$ cat src/rtl/pc_thread_sched_if.sv
// Control bundle between the thread scheduler and its neighbours:
// fetch/branch inputs on one side, PC-file read/write controls on the other.
interface pc_thread_sched_if;
  logic [1:0] en_mask;
  logic       pipe_stall;
  logic       wait_set;
  logic [1:0] wait_clr;
  logic       branch_valid;
  logic       branch_ts;
  logic       r_ts;
  logic       w_ts;
  logic       ws;
  logic       hold;
  logic       sel_branch;
  logic       fetch_valid;
  logic       idle;

  modport master (
    input  en_mask, pipe_stall, wait_set, wait_clr, branch_valid, branch_ts,
    output r_ts, w_ts, ws, hold, sel_branch, fetch_valid, idle
  );

  modport slave (
    output en_mask, pipe_stall, wait_set, wait_clr, branch_valid, branch_ts,
    input  r_ts, w_ts, ws, hold, sel_branch, fetch_valid, idle
  );
endinterface

$ cat src/rtl/pc_thread_sched.sv
// Two-thread round-robin PC scheduler: picks the fetch thread, merges branch
// redirects and sequential advances onto the PC file's single write port.
module pc_thread_sched #(
  parameter int unsigned QUANTUM = 4
) (
  input  logic               clk,
  input  logic               a_rst,
  pc_thread_sched_if.master  bus
);

  typedef enum logic [1:0] {BOOT, RUN, SWITCH, IDLE} state_t;

  localparam logic [7:0] LAST = 8'(QUANTUM - 1);

  state_t     state_reg, state_next;
  logic       cur_ts_reg, cur_ts_next;
  logic [7:0] cnt_reg, cnt_next;
  logic [1:0] waiting_reg, waiting_next;

  logic [1:0] runnable;
  logic       advance;
  logic       other_run;
  logic       cur_stays;
  logic       leaving;

  assign advance   = (state_reg == RUN) & ~bus.pipe_stall & ~bus.branch_valid;
  assign other_run = runnable[~cur_ts_reg];
  assign cur_stays = runnable[cur_ts_reg] & ~bus.wait_set;
  assign leaving   = bus.wait_set | ~bus.en_mask[cur_ts_reg] |
                     ((cnt_reg == LAST) & other_run);

  // A set and a clear on the same thread in one cycle leaves it blocked.
  genvar gi;
  generate
    for (gi = 0; gi < 2; gi++) begin : g_thr
      assign runnable[gi]     = bus.en_mask[gi] & ~waiting_reg[gi];
      assign waiting_next[gi] = (advance & bus.wait_set & (cur_ts_reg == 1'(gi))) |
                                (waiting_reg[gi] & ~bus.wait_clr[gi]);
    end
  endgenerate

  always_ff @(posedge clk or negedge a_rst) begin
    if (!a_rst) begin
      state_reg   <= BOOT;
      cur_ts_reg  <= 1'b0;
      cnt_reg     <= 8'd0;
      waiting_reg <= 2'b00;
    end else begin
      state_reg   <= state_next;
      cur_ts_reg  <= cur_ts_next;
      cnt_reg     <= cnt_next;
      waiting_reg <= waiting_next;
    end
  end

  // Entering SWITCH is where the thread id toggles, so the bubble already
  // presents the incoming thread on r_ts.
  always_comb begin
    state_next  = state_reg;
    cur_ts_next = cur_ts_reg;
    cnt_next    = cnt_reg;
    case (state_reg)
      BOOT: begin
        cnt_next = 8'd0;
        if (runnable[0]) begin
          state_next = RUN;
        end else if (runnable[1]) begin
          state_next  = SWITCH;
          cur_ts_next = ~cur_ts_reg;
        end else begin
          state_next = IDLE;
        end
      end
      RUN: begin
        if (advance) begin
          if (leaving) begin
            cnt_next = 8'd0;
            if (other_run) begin
              state_next  = SWITCH;
              cur_ts_next = ~cur_ts_reg;
            end else if (!cur_stays) begin
              state_next = IDLE;
            end
          end else begin
            cnt_next = (cnt_reg == LAST) ? 8'd0 : cnt_reg + 8'd1;
          end
        end
      end
      SWITCH: state_next = RUN;
      IDLE: begin
        if (other_run) begin
          state_next  = SWITCH;
          cur_ts_next = ~cur_ts_reg;
          cnt_next    = 8'd0;
        end else if (runnable[cur_ts_reg]) begin
          state_next = RUN;
          cnt_next   = 8'd0;
        end
      end
      default: state_next = BOOT;
    endcase
  end

  logic ws_c, w_ts_c, sel_c;

  always_comb begin
    ws_c   = 1'b0;
    w_ts_c = cur_ts_reg;
    sel_c  = 1'b0;
    if (bus.branch_valid && state_reg != BOOT) begin
      ws_c   = 1'b1;
      w_ts_c = bus.branch_ts;
      sel_c  = 1'b1;
    end else if (state_reg == RUN && !bus.pipe_stall) begin
      ws_c = 1'b1;
    end
  end

  assign bus.r_ts        = cur_ts_reg;
  assign bus.ws          = ws_c;
  assign bus.w_ts        = w_ts_c;
  assign bus.sel_branch  = sel_c;
  assign bus.hold        = ~ws_c;
  assign bus.fetch_valid = advance;
  assign bus.idle        = (state_reg == IDLE);

endmodule

$ cat src/flat_wrapper.sv
// flat-port wrapper written by rule: the top's interface ports become plain ports
module pc_thread_sched_flat 
#(
  parameter int unsigned QUANTUM = 4
)
  (clk, a_rst, bus_en_mask, bus_pipe_stall, bus_wait_set, bus_wait_clr, bus_branch_valid, bus_branch_ts, bus_r_ts, bus_w_ts, bus_ws, bus_hold, bus_sel_branch, bus_fetch_valid, bus_idle);
  pc_thread_sched_if bus_i ();
  input  logic clk;
  input  logic a_rst;
  input wire logic [$bits(bus_i.en_mask)-1:0] bus_en_mask;
  input wire logic [$bits(bus_i.pipe_stall)-1:0] bus_pipe_stall;
  input wire logic [$bits(bus_i.wait_set)-1:0] bus_wait_set;
  input wire logic [$bits(bus_i.wait_clr)-1:0] bus_wait_clr;
  input wire logic [$bits(bus_i.branch_valid)-1:0] bus_branch_valid;
  input wire logic [$bits(bus_i.branch_ts)-1:0] bus_branch_ts;
  output wire logic [$bits(bus_i.r_ts)-1:0] bus_r_ts;
  output wire logic [$bits(bus_i.w_ts)-1:0] bus_w_ts;
  output wire logic [$bits(bus_i.ws)-1:0] bus_ws;
  output wire logic [$bits(bus_i.hold)-1:0] bus_hold;
  output wire logic [$bits(bus_i.sel_branch)-1:0] bus_sel_branch;
  output wire logic [$bits(bus_i.fetch_valid)-1:0] bus_fetch_valid;
  output wire logic [$bits(bus_i.idle)-1:0] bus_idle;
  assign bus_i.en_mask = bus_en_mask;
  assign bus_i.pipe_stall = bus_pipe_stall;
  assign bus_i.wait_set = bus_wait_set;
  assign bus_i.wait_clr = bus_wait_clr;
  assign bus_i.branch_valid = bus_branch_valid;
  assign bus_i.branch_ts = bus_branch_ts;
  assign bus_r_ts = bus_i.r_ts;
  assign bus_w_ts = bus_i.w_ts;
  assign bus_ws = bus_i.ws;
  assign bus_hold = bus_i.hold;
  assign bus_sel_branch = bus_i.sel_branch;
  assign bus_fetch_valid = bus_i.fetch_valid;
  assign bus_idle = bus_i.idle;
  pc_thread_sched #(.QUANTUM(QUANTUM)) u_core (.clk(clk), .a_rst(a_rst), .bus(bus_i));
endmodule
$ cat config.mk
export PLATFORM = sky130hd
export DESIGN_NAME = pc_thread_sched_flat
export DESIGN_NICKNAME = d
export VERILOG_FILES = /design/src/rtl/pc_thread_sched_if.sv /design/src/rtl/pc_thread_sched.sv /design/src/flat_wrapper.sv
export SDC_FILE = /design/constraint.sdc
export NUM_CORES = 1
export LEC_CHECK = 0
export CORE_MARGIN = 1
export CORE_UTILIZATION = 47
export CTS_BUF_LIST = sky130_fd_sc_hd__clkbuf_2
export DETAILED_ROUTE_END_ITERATION = 7
export PLACE_DENSITY = 0.74
export SYNTH_ARGS = -nofsm -noshare
export SYNTH_HDL_FRONTEND = slang
export SYNTH_SLANG_ARGS = --single-unit
$ cat constraint.sdc
create_clock -name clk -period 2.1 [get_ports clk]
set_clock_uncertainty 0.15 [all_clocks]
set_input_delay 0.63 -clock clk [delete_from_list [all_inputs] [get_ports clk]]
set_output_delay 0.63 -clock clk [all_outputs]
set_load 0.02 [all_outputs]
==> results.sh <==
export IMPL_outcome="finished with violations"
export IMPL_place_area_mm2=0.00116
export IMPL_cp_start_kind="register"
export IMPL_grt_usage=0.264
export IMPL_max_slew_margin_rel=0.767
export IMPL_yosysTopAreaCell="dfrtp_1"
export IMPL_cellPowerDensity_mw_per_mm2=1050
export IMPL_port_buffers=16
export IMPL_synthArstFlopShare=1.00
export IMPL_rr_startpoint="u_core.bus.r_ts"
export IMPL_tightest_slew_ns=0.345
export IMPL_yosysWarnings=0
export IMPL_start_util=0.529
export IMPL_hold_class="reg2reg"
export IMPL_ant_nets=0
export IMPL_die_h_um=44.4
export IMPL_drt_initial_drc_count=29
export IMPL_via_count=909
export IMPL_holdPathStages=2
export IMPL_period_minus_slack_ns=2.13
export IMPL_die_area_mm2=0.00197
export IMPL_finalPower_mw=1.31
export IMPL_cts_hold_buf=0
export IMPL_grt_pass1_wl_um=3830
export IMPL_grt_pass1_vias=869
export IMPL_gp_congestion=0.856
export IMPL_period_share=1.02
export IMPL_wl_per_cell_um=14.9
export IMPL_drive_above_1_share=0.371
export IMPL_cp_max_fo=3
export IMPL_h_tree_depth=1
export IMPL_dr_pass1_iters=4
export IMPL_clockBufferDepth=2
export IMPL_yosys_register_bits=13
export IMPL_synth_seq_area_share=0.386
export IMPL_cap_violations=0
export IMPL_routed_wl_um=2440
export IMPL_ir_worst_vdd_mv=0.730
export IMPL_clockRootBuffer="clkbuf_2"
export IMPL_syn_to_final_growth_pct=48.2
export IMPL_synth_edf_count=0
export IMPL_cts_tree="yes"
export IMPL_clock_fmax_mhz=469
export IMPL_violations="setup timing"
export IMPL_grt_setup_unrepaired="true"
export IMPL_rows=14
export IMPL_r2r_slack_ns=0.04
export IMPL_path_buf_inv=1
export IMPL_p_leak_nw=0.622
export IMPL_routed_via_density=5.54
export IMPL_finalSetupViolCount=2
export IMPL_crit_chain="o21a_1, mux2_4, buf_6"
export IMPL_clock_sinks=13
export IMPL_finalNonFillerCells=164
export IMPL_die_width_um=44.4
export IMPL_grt_start_max_net_pins=14
export IMPL_worstPathRequired_ns=1.32
export IMPL_grt_overflow=0
export IMPL_largest_reg_flops=8
export IMPL_post_place_cells=153
export IMPL_synthFlopType="dfrtp_1"
export IMPL_synth_nets=108
export IMPL_synth_area_per_cell_um2=8.69
export IMPL_coreArea_mm2=0.00159
export IMPL_cp_top_family="flip-flops"
export IMPL_synth_top_area_share=0.386
export IMPL_antenna_found_initial=0
export IMPL_yosys_top_cells_count="dfrtp_1 (13), nand2_1 (8), nor2_1 (8), inv_1 (6), o21ai_0 (6)"
export IMPL_clk_insertion_delay_late_ns=0.26
export IMPL_cp_end_kind="output port"
export IMPL_synthTopCellsByArea="dfrtp_1 (39%), a22o_1 (4.2%), nor2b_1 (3.7%)"
export IMPL_nets=152
export IMPL_critPathKind="reg2out"
export IMPL_syn_inst=97
export IMPL_crit_arrival_ns=1.35
export IMPL_design_area_mm2=0.00125
export IMPL_slew_violations=0
export IMPL_hold_viol_final=0
export IMPL_diodes=0
export IMPL_r2r_cells=6
export IMPL_synth_cell_type_count=37
export IMPL_drc_errors=0
export IMPL_critical_path_slowest_cell="dfrtp_1"
export IMPL_hold_end="u_core.cnt_reg[1]"
export IMPL_worstHoldStart="u_core.cnt_reg[1]"
export IMPL_netlist_area_um2=843
export IMPL_place_hpwl_um=1650
export IMPL_r2r_end="u_core.state_reg[1]"
export IMPL_clkTransAtPathRegs_ns=0.12
export IMPL_synth_most_common_cell="dfrtp_1"
export IMPL_fin_ws_ns=-0.0335
export IMPL_top_level_ports=17
export IMPL_numCtsBuffers=3
export IMPL_critPathMaxStageDelay_ns=0.44
## power by group
group	switching (mW)	leakage, nW	internal [mW]
sequential	0.0398	0.172	0.292
clock	0.0779	0.0166	0.0505
combinational	0.420	0.433	0.435
## what timing repair did
item,CTS,global route
endpoints found under the setup margin,16,11
buffers inserted,5,2
gates cloned,0,0
resized for setup,42,10
pin swaps,3,6
## worst max path at each step
stage	from	to	slack (ns)	depth (start not counted)
finish	u_core.state_reg[0]	bus_w_ts	-0.03	3
global route	u_core.state_reg[0]	bus_w_ts	-0.1	3
detailed placement	bus_branch_valid	bus_fetch_valid	-0.81	4
floorplan	bus_en_mask[0]	u_core.cnt_reg[6]	0.02	6
CTS	u_core.state_reg[0]	bus_w_ts	-0.04	3
global placement	bus_branch_valid	bus_w_ts	-0.78	4
## stage by stage
step                setup slack (ns)   util  hold WS (ns)  setup TNS, ns
floorplan                     0.0160      -         0.184              0
global placement              -0.779  0.727         0.337          -7.09
detailed placement            -0.813  0.727         0.371          -7.69
CTS                          -0.0400  0.755         0.403        -0.0400
global route                 -0.0989  0.784         0.442         -0.143
finish                       -0.0335  0.784         0.401        -0.0337
## cell usage in the layout, fill, tap and decap left out, types with 5 or more instances in the layout
master     n
clkbuf_2   5
buf_4     25
nor2b_1    5
o21ai_0    6
inv_1      6
dfrtp_1   13
buf_6      5
nor2_1     8
nand2_1    8
## layout make-up
type / instances / area (um^2)
Multi-Input combinational cell: 74 / 502
Timing Repair Buffer: 43 / 350
Fill cell: 110 / 344
Sequential cell: 13 / 325
Tap cell: 24 / 30.0
Inverter: 6 / 22.5
Clock buffer: 4 / 20.0
## metal layers
metal / global-route usage / vias to the layer above / part of all wire / wire [um]
li1: - / 437 / - / -
met2: 0.450 / 26 / 0.49 / 1200
met3: 0.0694 / 4 / 0.035 / 86
met4: 0.0364 / 0 / 0.012 / 29
met1: 0.346 / 442 / 0.46 / 1120
met5: 0 / - / 0 / 0
## cells by family (layout without fill, tap and decap cells)
| logic type | after synthesis | in the layout | share of synthesized area |
|---|---|---|---|
| AOI/OAI and AO/OA | 31 | 31 | 0.254 |
| DFF | 13 | 13 | 0.386 |
| muxes | 2 | 2 | 0.0252 |
| buffers and inverters | 10 | 53 | 0.0564 |
| and+or+nand+nor | 40 | 40 | 0.264 |
| adders and majority gates | 1 | 1 | 0.0148 |
## worst reg2reg max path, stage by stage, from the launching register on
cell     delay (ns)
dfrtp_1        0.43
buf_6          0.14
o21a_1         0.18
or4_4          0.54
buf_6          0.14
and3b_2        0.21
a22o_1         0.18
(Power assumes the default switching activity.)
